$ cat config.mk
export PLATFORM = sky130hd
export DESIGN_NAME = cv32e40p_alu_select_ft_flat
export DESIGN_NICKNAME = d
export VERILOG_FILES = /design/src/rtl/cv32e40p_alu_select_ft_if.sv /design/src/rtl/cv32e40p_alu_select_ft.sv /design/src/flat_wrapper.sv
export SDC_FILE = /design/constraint.sdc
export NUM_CORES = 1
export LEC_CHECK = 0
export BUFFER_PORTS_ARGS = -buffer_cell sky130_fd_sc_hd__buf_4
export CAP_MARGIN = 20
export CORE_UTILIZATION = 48
export DETAILED_ROUTE_END_ITERATION = 7
export PLACE_DENSITY = 0.74
export REMOVE_ABC_BUFFERS = 1
export SLEW_MARGIN = 20
export SYNTH_ARGS = -nofsm -noshare
export SYNTH_HDL_FRONTEND = slang
export SYNTH_SLANG_ARGS = --single-unit
$ cat constraint.sdc
create_clock -name clk_gated -period 3.7 [get_ports clk_gated]
set_input_delay 0.37 -clock clk_gated [delete_from_list [all_inputs] [get_ports clk_gated]]
set_output_delay 0.37 -clock clk_gated [all_outputs]
set_load 0.02 [all_outputs]
$ cat src/rtl/cv32e40p_alu_select_ft_if.sv
// Bundle between the fault-tolerant EX stage and the ALU selection controller:
// fault matrix and issue info in, voter selection, counter enables and stall request out.
interface cv32e40p_alu_select_ft_if;
   logic [3:0][8:0] permanent_faulty_alu_i;
   logic            op_valid_i;
   logic [3:0]      op_class_i;
   logic            reconf_ack_i;
   logic            reconf_req_o;
   logic [2:0][1:0] alu_sel_o;
   logic [3:0]      counter_en_o;
   logic            no_redundancy_o;
   logic            all_faulty_o;
   logic [7:0]      reconf_count_o;

   modport master (
      output permanent_faulty_alu_i, op_valid_i, op_class_i, reconf_ack_i,
      input  reconf_req_o, alu_sel_o, counter_en_o, no_redundancy_o, all_faulty_o, reconf_count_o
   );

   modport slave (
      input  permanent_faulty_alu_i, op_valid_i, op_class_i, reconf_ack_i,
      output reconf_req_o, alu_sel_o, counter_en_o, no_redundancy_o, all_faulty_o, reconf_count_o
   );
endinterface

$ cat src/rtl/cv32e40p_alu_select_ft.sv
// ALU selection / reconfiguration controller for the TMR EX stage.
// Optional spare rotation across four healthy ALUs: define FT_ALU_SPARE_ROTATE_EN.
module cv32e40p_alu_select_ft #(
   parameter int unsigned SETTLE_CYCLES = 2,
   parameter int unsigned N_CLASS       = 9
) (
   input logic                    clk_gated,
   input logic                    rst_n,
   cv32e40p_alu_select_ft_if.slave bus
);

   if (N_CLASS != 9) begin : g_bad_n_class
      $error("cv32e40p_alu_select_ft: N_CLASS must be 9");
   end
   if (SETTLE_CYCLES < 1 || SETTLE_CYCLES > 15) begin : g_bad_settle
      $error("cv32e40p_alu_select_ft: SETTLE_CYCLES must be in 1..15");
   end

   localparam logic [3:0] SETTLE_LAST = 4'(SETTLE_CYCLES - 1);

   typedef enum logic [1:0] {
      IDLE,
      REQ,
      UPDATE,
      SETTLE
   } state_e;

   state_e          state_q, state_d;
   logic [3:0][8:0] snap_q;
   logic [3:0]      settle_cnt_q;
   logic [7:0]      reconf_count_q;
   logic [2:0][1:0] sel_q, sel_d;
   logic            no_red_q, no_red_d;
   logic            all_faulty_q, all_faulty_d;
   logic            new_fault;
   logic            op_accept;
   logic [3:0]      cls_idx;
   logic [3:0]      healthy;
   logic [2:0]      healthy_cnt;
   logic [1:0]      idx0, idx1, idx2;
   logic [3:0]      counter_en;
`ifdef FT_ALU_SPARE_ROTATE_EN
   logic [1:0]      rp_q;
`endif

   // Only faults not yet captured in the snapshot trigger a reconfiguration.
   assign new_fault = |(bus.permanent_faulty_alu_i & ~snap_q);
   assign op_accept = bus.op_valid_i && (state_q == IDLE);
   assign cls_idx   = (bus.op_class_i > 4'd8) ? 4'd0 : bus.op_class_i;

   always_comb begin
      state_d = state_q;
      case (state_q)
         IDLE:    if (new_fault) state_d = REQ;
         REQ:     if (bus.reconf_ack_i) state_d = UPDATE;
         UPDATE:  state_d = SETTLE;
         SETTLE:  if (settle_cnt_q == 4'd0) state_d = new_fault ? REQ : IDLE;
         default: state_d = IDLE;
      endcase
   end

   always_ff @(posedge clk_gated) begin
      if (!rst_n) begin
         state_q        <= IDLE;
         snap_q         <= '0;
         settle_cnt_q   <= 4'd0;
         reconf_count_q <= 8'd0;
      end else begin
         state_q <= state_d;
         if (state_q == UPDATE) begin
            snap_q       <= snap_q | bus.permanent_faulty_alu_i;
            settle_cnt_q <= SETTLE_LAST;
            if (reconf_count_q != 8'hFF) reconf_count_q <= reconf_count_q + 8'd1;
         end else if (state_q == SETTLE && settle_cnt_q != 4'd0) begin
            settle_cnt_q <= settle_cnt_q - 4'd1;
         end
      end
   end

   // Gather the three lowest healthy ALU indices for the issued class from the snapshot.
   always_comb begin
      healthy     = '0;
      healthy_cnt = 3'd0;
      idx0        = 2'd0;
      idx1        = 2'd0;
      idx2        = 2'd0;
      for (int a = 0; a < 4; a++) begin
         healthy[a] = ~snap_q[a][cls_idx];
         if (healthy[a]) begin
            case (healthy_cnt)
               3'd0:    idx0 = 2'(a);
               3'd1:    idx1 = 2'(a);
               3'd2:    idx2 = 2'(a);
               default: ;
            endcase
            healthy_cnt = healthy_cnt + 3'd1;
         end
      end
`ifdef FT_ALU_SPARE_ROTATE_EN
      if (healthy_cnt == 3'd4) begin
         idx0 = (rp_q == 2'd0) ? 2'd1 : 2'd0;
         idx1 = (rp_q <= 2'd1) ? 2'd2 : 2'd1;
         idx2 = (rp_q == 2'd3) ? 2'd2 : 2'd3;
      end
`endif
   end

   always_comb begin
      sel_d        = {idx2, idx1, idx0};
      no_red_d     = 1'b0;
      all_faulty_d = 1'b0;
      case (healthy_cnt)
         3'd0: begin
            sel_d        = '0;
            no_red_d     = 1'b1;
            all_faulty_d = 1'b1;
         end
         3'd1: begin
            sel_d    = {idx0, idx0, idx0};
            no_red_d = 1'b1;
         end
         3'd2: begin
            sel_d    = {idx0, idx1, idx0};
            no_red_d = 1'b1;
         end
         default: ;
      endcase
   end

   always_ff @(posedge clk_gated) begin
      if (!rst_n) begin
         sel_q        <= {2'd2, 2'd1, 2'd0};
         no_red_q     <= 1'b0;
         all_faulty_q <= 1'b0;
      end else if (op_accept) begin
         sel_q        <= sel_d;
         no_red_q     <= no_red_d;
         all_faulty_q <= all_faulty_d;
      end
   end

`ifdef FT_ALU_SPARE_ROTATE_EN
   always_ff @(posedge clk_gated) begin
      if (!rst_n)         rp_q <= 2'd3;
      else if (op_accept) rp_q <= rp_q - 2'd1;
   end
`endif

   // Only ALUs feeding the voter may accumulate errors.
   always_comb begin
      counter_en = '0;
      for (int i = 0; i < 3; i++) counter_en[sel_q[i]] = 1'b1;
   end

   assign bus.reconf_req_o    = (state_q != IDLE);
   assign bus.alu_sel_o       = sel_q;
   assign bus.counter_en_o    = counter_en;
   assign bus.no_redundancy_o = no_red_q;
   assign bus.all_faulty_o    = all_faulty_q;
   assign bus.reconf_count_o  = reconf_count_q;

endmodule
$ cat src/flat_wrapper.sv
// flat-port wrapper written by rule: the top's interface ports become plain ports
module cv32e40p_alu_select_ft_flat 
#(
   parameter int unsigned SETTLE_CYCLES = 2,
   parameter int unsigned N_CLASS       = 9
)
  (clk_gated, rst_n, bus_permanent_faulty_alu_i, bus_op_valid_i, bus_op_class_i, bus_reconf_ack_i, bus_reconf_req_o, bus_alu_sel_o, bus_counter_en_o, bus_no_redundancy_o, bus_all_faulty_o, bus_reconf_count_o);
  cv32e40p_alu_select_ft_if bus_i ();
  input logic clk_gated;
  input logic rst_n;
  input wire logic [$bits(bus_i.permanent_faulty_alu_i)-1:0] bus_permanent_faulty_alu_i;
  input wire logic [$bits(bus_i.op_valid_i)-1:0] bus_op_valid_i;
  input wire logic [$bits(bus_i.op_class_i)-1:0] bus_op_class_i;
  input wire logic [$bits(bus_i.reconf_ack_i)-1:0] bus_reconf_ack_i;
  output wire logic [$bits(bus_i.reconf_req_o)-1:0] bus_reconf_req_o;
  output wire logic [$bits(bus_i.alu_sel_o)-1:0] bus_alu_sel_o;
  output wire logic [$bits(bus_i.counter_en_o)-1:0] bus_counter_en_o;
  output wire logic [$bits(bus_i.no_redundancy_o)-1:0] bus_no_redundancy_o;
  output wire logic [$bits(bus_i.all_faulty_o)-1:0] bus_all_faulty_o;
  output wire logic [$bits(bus_i.reconf_count_o)-1:0] bus_reconf_count_o;
  assign bus_i.permanent_faulty_alu_i = bus_permanent_faulty_alu_i;
  assign bus_i.op_valid_i = bus_op_valid_i;
  assign bus_i.op_class_i = bus_op_class_i;
  assign bus_i.reconf_ack_i = bus_reconf_ack_i;
  assign bus_reconf_req_o = bus_i.reconf_req_o;
  assign bus_alu_sel_o = bus_i.alu_sel_o;
  assign bus_counter_en_o = bus_i.counter_en_o;
  assign bus_no_redundancy_o = bus_i.no_redundancy_o;
  assign bus_all_faulty_o = bus_i.all_faulty_o;
  assign bus_reconf_count_o = bus_i.reconf_count_o;
  cv32e40p_alu_select_ft #(.SETTLE_CYCLES(SETTLE_CYCLES), .N_CLASS(N_CLASS)) u_core (.clk_gated(clk_gated), .rst_n(rst_n), .bus(bus_i));
endmodule
==> flow_summary.ini <==
[run_status]
outcome = complete, no violations

[placed_design]
io_buffers = 64
hpwl_um = 6074
gp_congestion = 0.9477

[setup_path]
slowest_stage = fa_1
worstSetupStartpointType = flop
critical_path_class = flop to flop
slowest_delay_ns = 0.50
crit_chain = mux4_2, o21ai_0, nor2_1, a21oi_2, inv_1, fa_1, inv_1, ha_1, nand2_1, nor2_1, xor2_1, o221ai_1, a311o_1, a31oi_1
path_max_fanout = 4
end_kind = flop
cp.arrival_ns = 3.61
worstPathRequired_ns = 3.95

[sta]
setup_viol = 0
worst_pin_slew_ns = 0.6628
period_minus_slack_ns = 3.363
finClkSkew_ns = 0.01084
hold_viol = 0
maxSlewHeadroom = 0.5581
max_freq_ghz = 0.2974
finalCritPeriodShare = 0.9088
tns_ns = 0
rsz0062_at_grt = no
slew_violations = 0

[pwr]
pwr_density_cell_nw_per_um2 = 597.7
leakage_nw = 1.819
vdd_drop_max_uv = 312.2
sequentialPowerShare = 0.336
intPower_mw = 1.594
combPwrFrac = 0.382
p_sw_frac = 0.3603
power.switching_uw = 897.8
clkPwrFrac = 0.282

[floorplan]
start_util = 0.4945
core_area_um2 = 6794
die_h_um = 85.66
die_area_um2 = 7338
pin_count = 65
fp-row-count = 30
die_x_um = 85.66

[synth]
synth_cell_type_count = 70
syn_area_um2 = 3359
synth_cells = 407
seq_area_frac_synth = 0.3456
synth_flop_cell = dfxtp_1
synthArstFlopShare = 0
synth.ff_latch_count = 58
syn_avg_cell_area_um2 = 8.254
yosysWarnings = 0
synth_edf_count = 0

[cells_and_area]
drive_above_1_share = 0.2250
fillers = 614
syn_to_final_growth_pct = 24.10
finalCoreUtilization = 0.6136
multi_input_area_um2 = 1911
final_nets = 536
seqCellArea_um2 = 1161
antenna_cells = 0

[grt]
antenna_found_initial = 0
grt_pass1_vias = 2818
grt_overflow = 0
grt_pass1_wl_um = 13250
grt_usage = 0.2303
grt_max_degree = 39

[clocking]
tritoncts = yes
cts-htree-levels = 3
clk_latency_ns = 0.34
post_cts_resized = 0
cts_made_buffers = 9
numClockSinks = 58
cts-root-buf = clkbuf_8
cts_setup_buffers = 0
hold_buffers = 0
path_clk_slew_ns = 0.07
clk_path_buf_depth = 2

[routing]
vias = 3105
ant_nets = 0
drtIter0Drc = 106
viasPerCell = 5.391
wl_per_cell_um = 14.10
drc = 0
finalWirelength_um = 8123
firstDrtPassIters = 4

[run]
cap_violations = 0

[min_path]
hp-class = input pin to flop
-- final cells by class --
class | instances | share of cell area
Clock inverter | 5 | 0.02461
Sequential cell | 58 | 0.2785
Timing Repair Buffer | 72 | 0.1297
Tap cell | 96 | 0.02881
Multi-Input combinational cell | 280 | 0.4583
Clock buffer | 11 | 0.03151
Inverter | 54 | 0.04862
-- flip-flops by register name, indices dropped and copies added (netlist names) --
register / count
u_core.bus.all_faulty_o: 1
u_core.bus.no_redundancy_o: 1
u_core.snap_q: 36
u_core.settle_cnt_q: 4
u_core.state_q: 2
u_core.bus.alu_sel_o: 6
u_core.bus.reconf_count_o: 8
-- power by group through the flow --
| stage | combinational (mW) | sequential [mW] | clock, mW |
|---|---|---|---|
| after floorplan | 0.629 | 0.850 | 0 |
| after global placement | 0.916 | 0.847 | 0 |
| after detailed placement | 0.941 | 0.850 | 0 |
| after CTS | 0.949 | 0.836 | 0.709 |
| after global routing | 1.06 | 0.852 | 0.745 |
| final | 0.952 | 0.837 | 0.703 |
-- layer usage --
layer,vias to the layer above,global-route usage,part of all wire,wire (µm)
met5,-,0,0,0
met4,0,0.06212,0.015,119
met3,11,0.06256,0.057,460
met2,101,0.3840,0.48,3863
met1,1448,0.2946,0.45,3680
li1,1545,-,-,-
-- cells in the final DEF, fill, tap and decap left out, types with 7 or more instances in the layout --
| cell | Yosys | routed |
|---|---|---|
| inv_1 | 53 | 53 |
| ha_1 | 16 | 16 |
| buf_4 | 0 | 72 |
| nor2_1 | 57 | 57 |
| mux2i_1 | 7 | 7 |
| nand2b_1 | 7 | 7 |
| a21oi_1 | 45 | 44 |
| o22ai_1 | 16 | 16 |
| nand2_1 | 22 | 22 |
| o21ai_0 | 9 | 9 |
| dfxtp_1 | 58 | 58 |
| clkbuf_8 | 0 | 9 |
-- Yosys cell counts, types with 2 or more instances --
| library cell | count | area (µm²) |
|---|---|---|
| nand2_1 | 22 | 82.58 |
| nor2_1 | 57 | 214.0 |
| inv_1 | 53 | 198.9 |
| a311o_1 | 2 | 20.02 |
| o21ai_1 | 2 | 10.01 |
| or3_1 | 4 | 25.02 |
| o21a_1 | 2 | 15.01 |
| mux2i_1 | 7 | 70.07 |
| a22oi_1 | 2 | 15.01 |
| o21ai_0 | 9 | 45.04 |
| a221oi_1 | 6 | 52.55 |
| nor3b_1 | 2 | 15.01 |
| dfxtp_1 | 58 | 1161 |
| o22ai_1 | 16 | 100.1 |
| nand2b_1 | 7 | 43.79 |
| buf_6 | 4 | 45.04 |
| xor2_1 | 6 | 52.55 |
| a21oi_1 | 45 | 225.2 |
| o221ai_1 | 4 | 35.03 |
| o21bai_1 | 4 | 30.03 |
| xnor2_1 | 5 | 43.79 |
| nor4_1 | 3 | 18.77 |
| a31oi_1 | 4 | 25.02 |
| a211oi_2 | 2 | 25.02 |
| nand4_1 | 3 | 18.77 |
| buf_2 | 2 | 10.01 |
| mux4_2 | 2 | 45.04 |
| nor3_1 | 3 | 15.01 |
| ha_1 | 16 | 200.2 |
| nor2b_1 | 2 | 12.51 |
| and3_1 | 5 | 31.28 |
| clkbuf_1 | 9 | 33.78 |
| and2_1 | 2 | 12.51 |
-- logic make-up after synthesis --
kind of cell | count (synthesis) | share of synthesized area
xor gates and xnor gates | 12 | 0.03352
and+or+nand+nor | 122 | 0.1784
DFF | 58 | 0.3456
buffers and inverters | 69 | 0.08678
muxes | 11 | 0.04208
AOI/OAI and AO/OA | 118 | 0.2481
adders and majority gates | 17 | 0.06555
-- worst max-delay path: cells and delay by family, from the launching register on --
family	cells	cell delay, ns
AOI/OAI and AO/OA	5	1.00
xor gates and xnor gates	1	0.17
adders and majority gates	2	0.73
buffers and inverters	2	0.22
DFF	1	0.35
muxes	1	0.46
and+or+nand+nor	3	0.33
-- path summary, 6_finish.rpt --
kind	start	cells past startpoint	slack, ns	end
min reg2reg	u_core.bus.no_redundancy_o	2	0.46	u_core.bus.no_redundancy_o
min	bus_permanent_faulty_alu_i[7]	3	0.27	u_core.snap_q[7]
max reg2reg	u_core.snap_q[7]	14	0.34	u_core.bus.alu_sel_o[4]
max	u_core.snap_q[7]	14	0.34	u_core.bus.alu_sel_o[4]
-- metrics by stage --
step	setup slack [ns]	power, mW	hold WS [ns]	area [µm²]	std cells
floorplan	0.2816	1.479	0.4367	3271	392
global placement	0.2067	1.763	0.4462	3931	560
detailed placement	0.1330	1.791	0.4515	3931	560
CTS	0.2731	2.494	0.2651	4165	576
global route	0.07253	2.653	0.2695	4169	576
finish	0.3375	2.492	0.2676	4169	576
(Power assumes the default switching activity.)
